`config.mk`:
```
export PLATFORM = sky130hd
export DESIGN_NAME = dcache_ctrl
export DESIGN_NICKNAME = d
export VERILOG_FILES = /design/src/rtl/dcache_pkg.sv /design/src/rtl/dcache_data_ram.sv /design/src/rtl/dcache_ctrl.sv
export SDC_FILE = /design/constraint.sdc
export NUM_CORES = 2
export LEC_CHECK = 0
export CAP_MARGIN = 20
export CORE_MARGIN = 4
export CORE_UTILIZATION = 25
export CTS_CLUSTER_DIAMETER = 120
export DETAILED_ROUTE_END_ITERATION = 8
export PLACE_DENSITY_LB_ADDON = 0.12
export SLEW_MARGIN = 25
export SYNTH_ARGS = -nofsm -noshare
export SYNTH_HDL_FRONTEND = slang
export SYNTH_MEMORY_MAX_BITS = 65536
export SYNTH_SLANG_ARGS = --single-unit
```
`constraint.sdc`:
```
create_clock -name clk -period 7.82 [get_ports clk]
set_clock_uncertainty 0.15 [all_clocks]
set_input_delay 0.782 -clock clk [delete_from_list [all_inputs] [get_ports clk]]
set_output_delay 0.782 -clock clk [all_outputs]
set_load 0.005 [all_outputs]
```
`src/rtl/dcache_pkg.sv`:
```
// Shared types, default geometry and address-slicing helpers for the data cache.
package dcache_pkg;

  localparam int SET_LOG_DEF        = 4;
  localparam int LINE_WORDS_LOG_DEF = 3;

  typedef enum logic [1:0] {
    IDLE   = 2'd0,
    WB     = 2'd1,
    REFILL = 2'd2
  } state_t;

  function automatic int tag_width(input int set_log, input int line_words_log);
    return 32 - set_log - line_words_log - 2;
  endfunction

  localparam int TAG_W = tag_width(SET_LOG_DEF, LINE_WORDS_LOG_DEF);

  // Helpers return right-aligned fields; callers size-cast to their own widths.
  function automatic logic [31:0] addr_offset(input logic [31:0] a, input int line_words_log);
    return (a >> 2) & ((32'd1 << line_words_log) - 32'd1);
  endfunction

  function automatic logic [31:0] addr_index(input logic [31:0] a, input int set_log,
                                             input int line_words_log);
    return (a >> (line_words_log + 2)) & ((32'd1 << set_log) - 32'd1);
  endfunction

  function automatic logic [31:0] addr_tag(input logic [31:0] a, input int set_log,
                                           input int line_words_log);
    return a >> (set_log + line_words_log + 2);
  endfunction

endpackage

```
`src/rtl/dcache_data_ram.sv`:
```
// Cache data array: sets x words x 32 bits, asynchronous read, byte-enabled word write.
module dcache_data_ram #(
  parameter int SET_LOG        = 4,
  parameter int LINE_WORDS_LOG = 3
) (
  input  logic                      clk,
  input  logic                      we,
  input  logic [SET_LOG-1:0]        set,
  input  logic [LINE_WORDS_LOG-1:0] word,
  input  logic [3:0]                be,
  input  logic [31:0]               wdata,
  output logic [31:0]               rdata
);

  logic [31:0] mem [2**SET_LOG][2**LINE_WORDS_LOG];

  // NOTE: the array has no reset; valid bits decide whether its contents mean anything.
  always_ff @(posedge clk) begin
    if (we) begin
      for (int b = 0; b < 4; b++) begin
        if (be[b]) mem[set][word][8*b +: 8] <= wdata[8*b +: 8];
      end
    end
  end

  assign rdata = mem[set][word];

endmodule

```
`src/rtl/dcache_ctrl.sv`:
```
// Direct-mapped write-back, write-allocate data cache with word-serial miss handling.
module dcache_ctrl
  import dcache_pkg::*;
#(
  parameter int SET_LOG        = SET_LOG_DEF,
  parameter int LINE_WORDS_LOG = LINE_WORDS_LOG_DEF
) (
  input  logic        clk,
  input  logic        rst_n,
  input  logic        rd_req,
  input  logic        wr_req,
  input  logic [31:0] addr,
  input  logic [31:0] wr_data,
  input  logic [3:0]  wr_be,
  output logic [31:0] rd_data,
  output logic        miss,
  output logic        mem_req,
  output logic        mem_we,
  output logic [31:0] mem_addr,
  output logic [31:0] mem_wdata,
  input  logic [31:0] mem_rdata,
  input  logic        mem_ack
);

  localparam int SETS = 1 << SET_LOG;
  localparam int TW   = tag_width(SET_LOG, LINE_WORDS_LOG);

  state_t                    state_q, state_d;
  logic [LINE_WORDS_LOG-1:0] cnt_q, cnt_d;
  logic [SETS-1:0]           valid_q, dirty_q;
  logic [TW-1:0]             tag_q [SETS];
  logic [TW-1:0]             wb_tag_q;

  logic [SET_LOG-1:0]        idx;
  logic [LINE_WORDS_LOG-1:0] off;
  logic [TW-1:0]             req_tag;
  logic                      req, hit, victim_dirty, last;

  logic                      ram_we;
  logic [LINE_WORDS_LOG-1:0] ram_word;
  logic [3:0]                ram_be;
  logic [31:0]               ram_wdata, ram_rdata;

  assign idx          = SET_LOG'(addr_index(addr, SET_LOG, LINE_WORDS_LOG));
  assign off          = LINE_WORDS_LOG'(addr_offset(addr, LINE_WORDS_LOG));
  assign req_tag      = TW'(addr_tag(addr, SET_LOG, LINE_WORDS_LOG));
  assign req          = rd_req || wr_req;
  assign hit          = valid_q[idx] && (tag_q[idx] == req_tag);
  assign victim_dirty = valid_q[idx] && dirty_q[idx];
  assign last         = &cnt_q;
  assign mem_wdata    = ram_rdata;

  dcache_data_ram #(
    .SET_LOG        (SET_LOG),
    .LINE_WORDS_LOG (LINE_WORDS_LOG)
  ) u_data_ram (
    .clk   (clk),
    .we    (ram_we),
    .set   (idx),
    .word  (ram_word),
    .be    (ram_be),
    .wdata (ram_wdata),
    .rdata (ram_rdata)
  );

  // NOTE: every comb output gets a default first so no path can infer a latch.
  always_comb begin
    state_d   = state_q;
    cnt_d     = cnt_q;
    miss      = 1'b0;
    mem_req   = 1'b0;
    mem_we    = 1'b0;
    mem_addr  = '0;
    rd_data   = '0;
    ram_we    = 1'b0;
    ram_word  = off;
    ram_be    = wr_be;
    ram_wdata = wr_data;
    unique case (state_q)
      IDLE: begin
        if (req && !hit) begin
          miss    = 1'b1;
          cnt_d   = '0;
          state_d = victim_dirty ? WB : REFILL;
        end else if (hit) begin
          ram_we  = wr_req;
          rd_data = rd_req ? ram_rdata : '0;
        end
      end
      WB: begin
        miss     = 1'b1;
        mem_req  = 1'b1;
        mem_we   = 1'b1;
        mem_addr = {wb_tag_q, idx, cnt_q, 2'b00};
        ram_word = cnt_q;
        if (mem_ack) begin
          cnt_d = last ? '0 : cnt_q + 1'b1;
          if (last) state_d = REFILL;
        end
      end
      REFILL: begin
        miss      = 1'b1;
        mem_req   = 1'b1;
        mem_addr  = {req_tag, idx, cnt_q, 2'b00};
        ram_word  = cnt_q;
        ram_be    = 4'hF;
        ram_wdata = mem_rdata;
        if (mem_ack) begin
          ram_we = 1'b1;
          cnt_d  = cnt_q + 1'b1;
          if (last) state_d = IDLE;
        end
      end
      default: state_d = IDLE;
    endcase
    // Reset holds the pipeline and memory side quiet and blocks array writes.
    if (!rst_n) begin
      miss    = 1'b0;
      mem_req = 1'b0;
      mem_we  = 1'b0;
      rd_data = '0;
      ram_we  = 1'b0;
    end
  end

  always_ff @(posedge clk) begin
    if (!rst_n) begin
      state_q <= IDLE;
      cnt_q   <= '0;
      valid_q <= '0;
      dirty_q <= '0;
    end else begin
      state_q <= state_d;
      cnt_q   <= cnt_d;
      if (state_q == IDLE && wr_req && hit) dirty_q[idx] <= 1'b1;
      if (state_q == REFILL && mem_ack && last) begin
        valid_q[idx] <= 1'b1;
        dirty_q[idx] <= 1'b0;
      end
    end
  end

  // Tags are only meaningful under a valid bit, so they carry no reset.
  always_ff @(posedge clk) begin
    if (rst_n) begin
      if (state_q == IDLE && req && !hit && victim_dirty) wb_tag_q <= tag_q[idx];
      if (state_q == REFILL && mem_ack && last) tag_q[idx] <= req_tag;
    end
  end

endmodule

```
* Word level (Yosys, flattened, before mapping) *
Memory sizes are Yosys's and may differ from the RTL's.
Index checks and enable logic that the tools add are counted.

cells by class
  $add $sub $neg = 1
  $mul = 0
  div/mod/pow operators = 0
  $lt $le $gt $ge = 4
  equal/unequal tests = 8
  shifts and indexed selects = 0
  muxes and demuxes = 836
  bitwise gates (word level) = 773
  reductions and logical operators = 21

operators by type and width
  kind                                                                          count
  256-bit 2-to-1 mux                                                            4
  1-bit 2-to-1 mux                                                              792
  1-bit bitwise OR                                                              768
  32-bit demux with 3-bit select                                                4
  32-bit 2-to-1 mux                                                             9
  32-bit binary-select mux with 3-bit select                                    1
  16-bit 2-to-1 mux                                                             4
  32-bit one-hot mux with 2 select lines                                        1
  16-bit bitwise OR                                                             2
  24-bit 2-to-1 mux                                                             1
  23-bit == test                                                                1
  16-bit AND                                                                    1
  16-bit inverter                                                               1
  3-bit 2-to-1 mux                                                              5
  1-bit logical AND                                                             12
  2-bit 2-to-1 mux                                                              6
  2-bit inequality test, second input constant                                  5
  3-bit one-hot mux with 3 select lines                                         1
  1-bit binary-select mux with 4-bit select                                     2
  8-bit 2-to-1 mux                                                              1
  2-bit one-hot mux with 3 select lines                                         1
  4-bit by 5-bit less-than comparator with 1-bit output, second input constant  1
  5-bit AND reduction                                                           1
  1-bit demux with 4-bit select                                                 1
  17 further kinds                                                              18

word-level totals
  register bits after elaboration = 60
  bits in latches = 0
  memory bits (writable) = 4,464
  bits in read-only memories = 0
  input bits = 105
  output and inout port bits = 99
  word-level logic and storage cells = 1,650
  memories = 2

memories
  name            depth  bits a word  rd ports  clocked after Yosys merged registers in  write ports  RTL line               text
  u_data_ram.mem  16     256          1         0                                        1            dcache_data_ram.sv:15  logic [31:0] mem [2**SET_LOG][2**LINE_WORDS_LOG];
  tag_q           16     23           1         0                                        1            dcache_ctrl.sv:31      logic [TW-1:0] tag_q [SETS];

* Longest topological paths before layout *
  word-level depth = 13
  gate-level depth with buffers = 16
  depth with buffers taken out = 9

* Hierarchy *
From an unflattened synthesis, not the netlist that was laid out.

second synthesis, totals
  cell total of the unflattened synthesis = 9,494
  area total of the unflattened synthesis = 177,569.1 sq um

modules (own cells, without submodules)
  module           instances  cells an instance  area each (sq um)  seq. area each (sq um)
  dcache_data_ram  1          8,335              159,058.8          122,998.0
  dcache_ctrl      1          1,159              18,510.3           12,482.0

* Worst setup path before layout *
No wires, ideal clock.

  path kind = input port to output port
  from = input addr[5]
  to = output rd_data[19]
  data arrival time = 4,030 ps
  required time = 6,888 ps
  slack = 2,858 ps
  cell stages on the path = 13
  path buffers = 8
  cell sequence = buf_6 buf_6 buf_6 buf_4 buf_2 buf_2 buf_2 buf_2 mux4_2 mux4_2 a22oi_1 o2111ai_1 nor2b_1

on the way
  longest elaborated chain between the ends = 9
  elaborated cells on any way between the ends = 16
  those cells by class = eq/ne (1); mux (10); reduce/logical (3); memory (2)

ends and longest elaborated chain
  element                                               RTL line               text
  start: declaration                                    dcache_ctrl.sv:12      input logic [31:0] addr,
  memory read 16 x 256 bit                              n/a
  32-bit binary-select mux with 3-bit select            dcache_data_ram.sv:26  assign rdata = mem[set][word];
  32-bit 2-to-1 mux (not written as such) (2 in a row)  dcache_data_ram.sv:26
  net mem_wdata[19]                                     dcache_ctrl.sv:20      output logic [31:0] mem_wdata,
  32-bit 2-to-1 mux                                     dcache_ctrl.sv:87      rd_data = rd_req ? ram_rdata : '0;
  32-bit 2-to-1 mux                                     dcache_ctrl.sv:85      end else if (hit) begin
  32-bit 2-to-1 mux                                     dcache_ctrl.sv:81      if (req && !hit) begin
  32-bit 2-to-1 mux                                     dcache_ctrl.sv:79      unique case (state_q)
  32-bit 2-to-1 mux                                     dcache_ctrl.sv:117     if (!rst_n) begin
  end: declaration                                      dcache_ctrl.sv:15      output logic [31:0] rd_data,

The timed path passes the listed nets, and every way through them passes these cells. The select of a mux whose other input is x is not followed.

* Worst setup path after layout *
  from = register state_q[1]
  to = output rd_data[26]

on the way
  longest elaborated chain between the ends = 12
  elaborated cells on any way between the ends = 14
  those cells by class = eq/ne (2); mux (9); bitwise (1); reduce/logical (2)

ends and longest elaborated chain
  element                                                                           RTL line               text
  start: declaration                                                                dcache_ctrl.sv:28      state_t state_q, state_d;
  start signal: assignment                                                          dcache_ctrl.sv:133     state_q <= state_d;
  2-bit == test / 2-bit by 1-bit == test with 1-bit output (equally long branches)  dcache_ctrl.sv:79
  2-bit OR reduction (no source line)                                               n/a
  3-bit 2-to-1 mux                                                                  dcache_ctrl.sv:79
  3-bit inverter with 4-bit output (not written as such)                            dcache_data_ram.sv:26
  32-bit binary-select mux with 3-bit select                                        dcache_data_ram.sv:26
  32-bit 2-to-1 mux (not written as such) (2 in a row)                              dcache_data_ram.sv:26
  32-bit 2-to-1 mux                                                                 dcache_ctrl.sv:87
  32-bit 2-to-1 mux                                                                 dcache_ctrl.sv:85
  32-bit 2-to-1 mux                                                                 dcache_ctrl.sv:81
  32-bit 2-to-1 mux (*)                                                             dcache_ctrl.sv:79
  32-bit 2-to-1 mux (*)                                                             dcache_ctrl.sv:117

Every way passes the cells marked *; elsewhere a longest branch is shown, timed or not. The select of a mux whose other input is x is not followed.

==> results.ini <==
[cells_and_area]
synthToLayoutAreaGrowth_pct = 17.53
fin_area_sq_mm = 0.2113
multi_input_area_sq_mm = 0.04226
seq_area_sq_mm = 0.1355
drive_gt1_share_pct = 33.24
fin_util_pct = 29.46
nNetsFinal = 8563
num-fill-cells = 69330

[drt]
drt_first_pass_iters = 5
wl_per_cell_microns = 30.04
wl_mm = 553.3
maxUsedRoutingLayer = met5
routed_via_density = 4.593
postRouteAntennaNets = 0
wl_met2_mm = 263.2
drt-met1-wl_mm = 250.9
vias = 84600
route.met3.wl_mm = 27.57
drt-initial-drc-count = 7093
drc_errors = 0

[grt]
grt_max_degree = 108
grtUsageTotal_pct = 14.69
grt_pass1_wl_mm = 763.1
overflow = 0
grt_pass1_vias = 89540
antenna_found_initial = 50

[logic_synthesis]
postSynthCellCount = 7941
synth_edf_count = 4487
ys_dominant_reg_cell = edfxtp_1
yosysTopAreaCell = edfxtp_1
synth.top_cells.by_count = edfxtp_1, mux4_2, nor3_2
synth_top_cell_area_share_pct = 74.95
synth.distinct_cells = 66
ys_ff_latch = 4524
synthArstFlopShare_pct = 0
yosysSeqAreaShare_pct = 75.36
yosys-top-cells-area = edfxtp_1, mux4_2, nor3_2
synth.most_common_cell = edfxtp_1
avgSynthCellArea_sq_um = 22.64
yosysWarnings = 0
netlist_area_sq_mm = 0.1798

[sta]
tightestPinTransition_ns = 1.127
tns_ns = 0
final.min_clock_period_ns = 7.073
rsz0062_at_grt = no
slew-limit-headroom_pct = 24.66
finalHoldViolCount = 0
finalMaxSlewViolations = 0
fmax_mhz = 141.4
fin_crit_sh_pct = 90.44
setup_violations = 0

[floorplan]
die_x_microns = 856.0
ios = 204
initial_utilization_pct = 25.07
die_h_microns = 856.0
num_rows = 311
core_sq_mm = 0.7172
dieArea_sq_mm = 0.7327

[cts]
clock_sinks = 4524
cts_buffer_depth = 4
post_cts_resized = 0
cts_buffers = 526
insertion_delay_ns = 1.05
holdBufCountCts = 0
worst_setup_hold_path_clk_slew_ns = 0.06
post_cts_buffers = 0
cts_tree = yes
cts-root-buf = clkbuf_16
htree_levels = 6

[power_and_ir_drop]
p_sw_share_pct = 25.36
p_per_area_mw_per_mm2 = 274.6
p_clk_share_pct = 41.3
leakage_nw = 62.92
power_mw = 58.01
switchingPower_mw = 14.71
comb_power_share_pct = 10.5
power_frac_seq_pct = 48.2
ir_drop_uv = 236.5
p_int_mw = 43.30

[run]
drv_cap = 0

[worst_hold_path]
worstHoldPathType = in -> reg

[place]
dp.final_hpwl_mm = 337.0
gp_congestion = 0.7337
portBuffers = 199
placed_cell_area_sq_mm = 0.1944

[worst_setup_path]
path_max_fanout = 50
crit_path_end_kind = output pin
startpoint_type = register
path_buf_inv = 4
worstPathCellList = inv_1 -> ha_2 -> buf_4 -> mux2i_4 -> buf_12 -> nor2_4 -> a22o_1 -> a221oi_1 -> nand3_1 -> nor2b_1 -> clkdlybuf4s50_1
arrival_ns = 6.14
crit_path_top_delay_cell = nand3_1
crit_type = reg -> out
cp_slowest_stage_delay_ns = 0.73
crit_family = simple AND/OR/NAND/NOR gates
critPathRequiredTime_ns = 6.89

[outcome]
outcome = complete, no violations

## path summary, 6_finish.rpt
kind | start | end | slack [ns] | cells past startpoint
max | state_q[1] | rd_data[26] | 0.75 | 11
min | addr[8] | wb_tag_q[11] | 0.14 | 2
max reg2reg | tag_q[12][17] | u_data_ram.mem[3][56] | 2.28 | 11
min reg2reg | valid_q[6] | valid_q[6] | 0.30 | 1
## worst register-to-register path, cell delays in order, from the launching register on
cell and delay, ns:
edfxtp_1 0.31, nor2b_1 0.12, a211oi_1 0.07, a211oi_1 0.54, o221ai_1 0.41, o32a_1 0.44
nor3_1 0.63, nor3b_4 0.41, a22oi_4 0.19, buf_4 0.46, buf_4 0.53, nor3_2 0.89
## kinds of logic after synthesis
kind of cell	synth area share, %
AO/OA/AOI/OAI	1.109
XOR/XNOR	0.1121
adder cells (fa/ha/maj)	0.04176
buffers and inverters	1.531
flip-flops	75.36
multiplexers	17.67
other	0.002086
AND/OR/NAND/NOR	4.171
## state kept, by name, summed over array words and instances, names as in the netlist
name	count
u_data_ram.mem	4096
tag_q	368
wb_tag_q	23
dirty_q	16
valid_q	16
cnt_q	3
state_q	2
## metal layers
metal  up-vias  global-route usage (%)
li1      34890                       -
met4        36                   3.024
met3       669                   2.647
met5         -                       0
met1     46940                   20.71
met2      2062                   23.84
## cell type report
cell class | count | area share, %
flip-flops and latches | 4524 | 64.12
multi-input cells | 2882 | 20.00
clock buffers | 656 | 6.620
well taps | 9546 | 5.653
repair buffers | 491 | 2.262
clock inverters | 279 | 1.281
inverters | 27 | 0.05152
diodes | 12 | 0.01421
## metrics by stage
stage / hold slack, ns / cells / setup WS (ns)
6_report: 0.1429 / 18420 / 0.7472
2_1_floorplan: 0.2705 / 7942 / 2.858
3_5_place_dp: 0.2854 / 17470 / 0.9653
3_3_place_gp: 0.2798 / 17470 / 1.009
5_1_grt: 0.1068 / 18410 / 0.6051
4_1_cts: 0.02491 / 18400 / 0.6448
## power by group through the flow
stage	Clock [mW]	Sequential [mW]	Combinational, mW
after floorplan	0	28.5	2.87
after global placement	0	28.5	6.11
after detailed placement	0	28.5	6.29
after CTS	24.7	28.0	6.29
after global routing	25.7	28.0	6.47
final	24.0	28.0	6.07
## placed cells by master (no fill, tap or decap), types with 15 or more instances in the layout
cell | netlist | routed
mux2i_1 | 114 | 113
nor3_1 | 38 | 38
nor3_2 | 480 | 475
clkdlybuf4s50_1 | 0 | 194
mux2_2 | 48 | 15
or4_1 | 17 | 17
clkinv_1 | 0 | 116
clkbuf_16 | 0 | 539
clkinv_8 | 0 | 16
inv_1 | 25 | 25
nor2_1 | 77 | 51
buf_12 | 0 | 37
nand2_1 | 295 | 278
edfxtp_1 | 4487 | 4487
a21o_1 | 15 | 15
a21oi_1 | 75 | 75
o21ai_0 | 24 | 24
dfxtp_1 | 37 | 37
nand3_1 | 26 | 25
clkinv_2 | 0 | 72
nor2_4 | 0 | 24
mux4_2 | 1336 | 1336
bufinv_16 | 0 | 34
clkbuf_1 | 257 | 111
buf_4 | 21 | 245
a22oi_1 | 84 | 84
nor2b_1 | 66 | 64
mux2_4 | 0 | 20
a31oi_1 | 21 | 20
xnor2_1 | 17 | 17
Note: power is estimated with default switching activity, not from simulation.
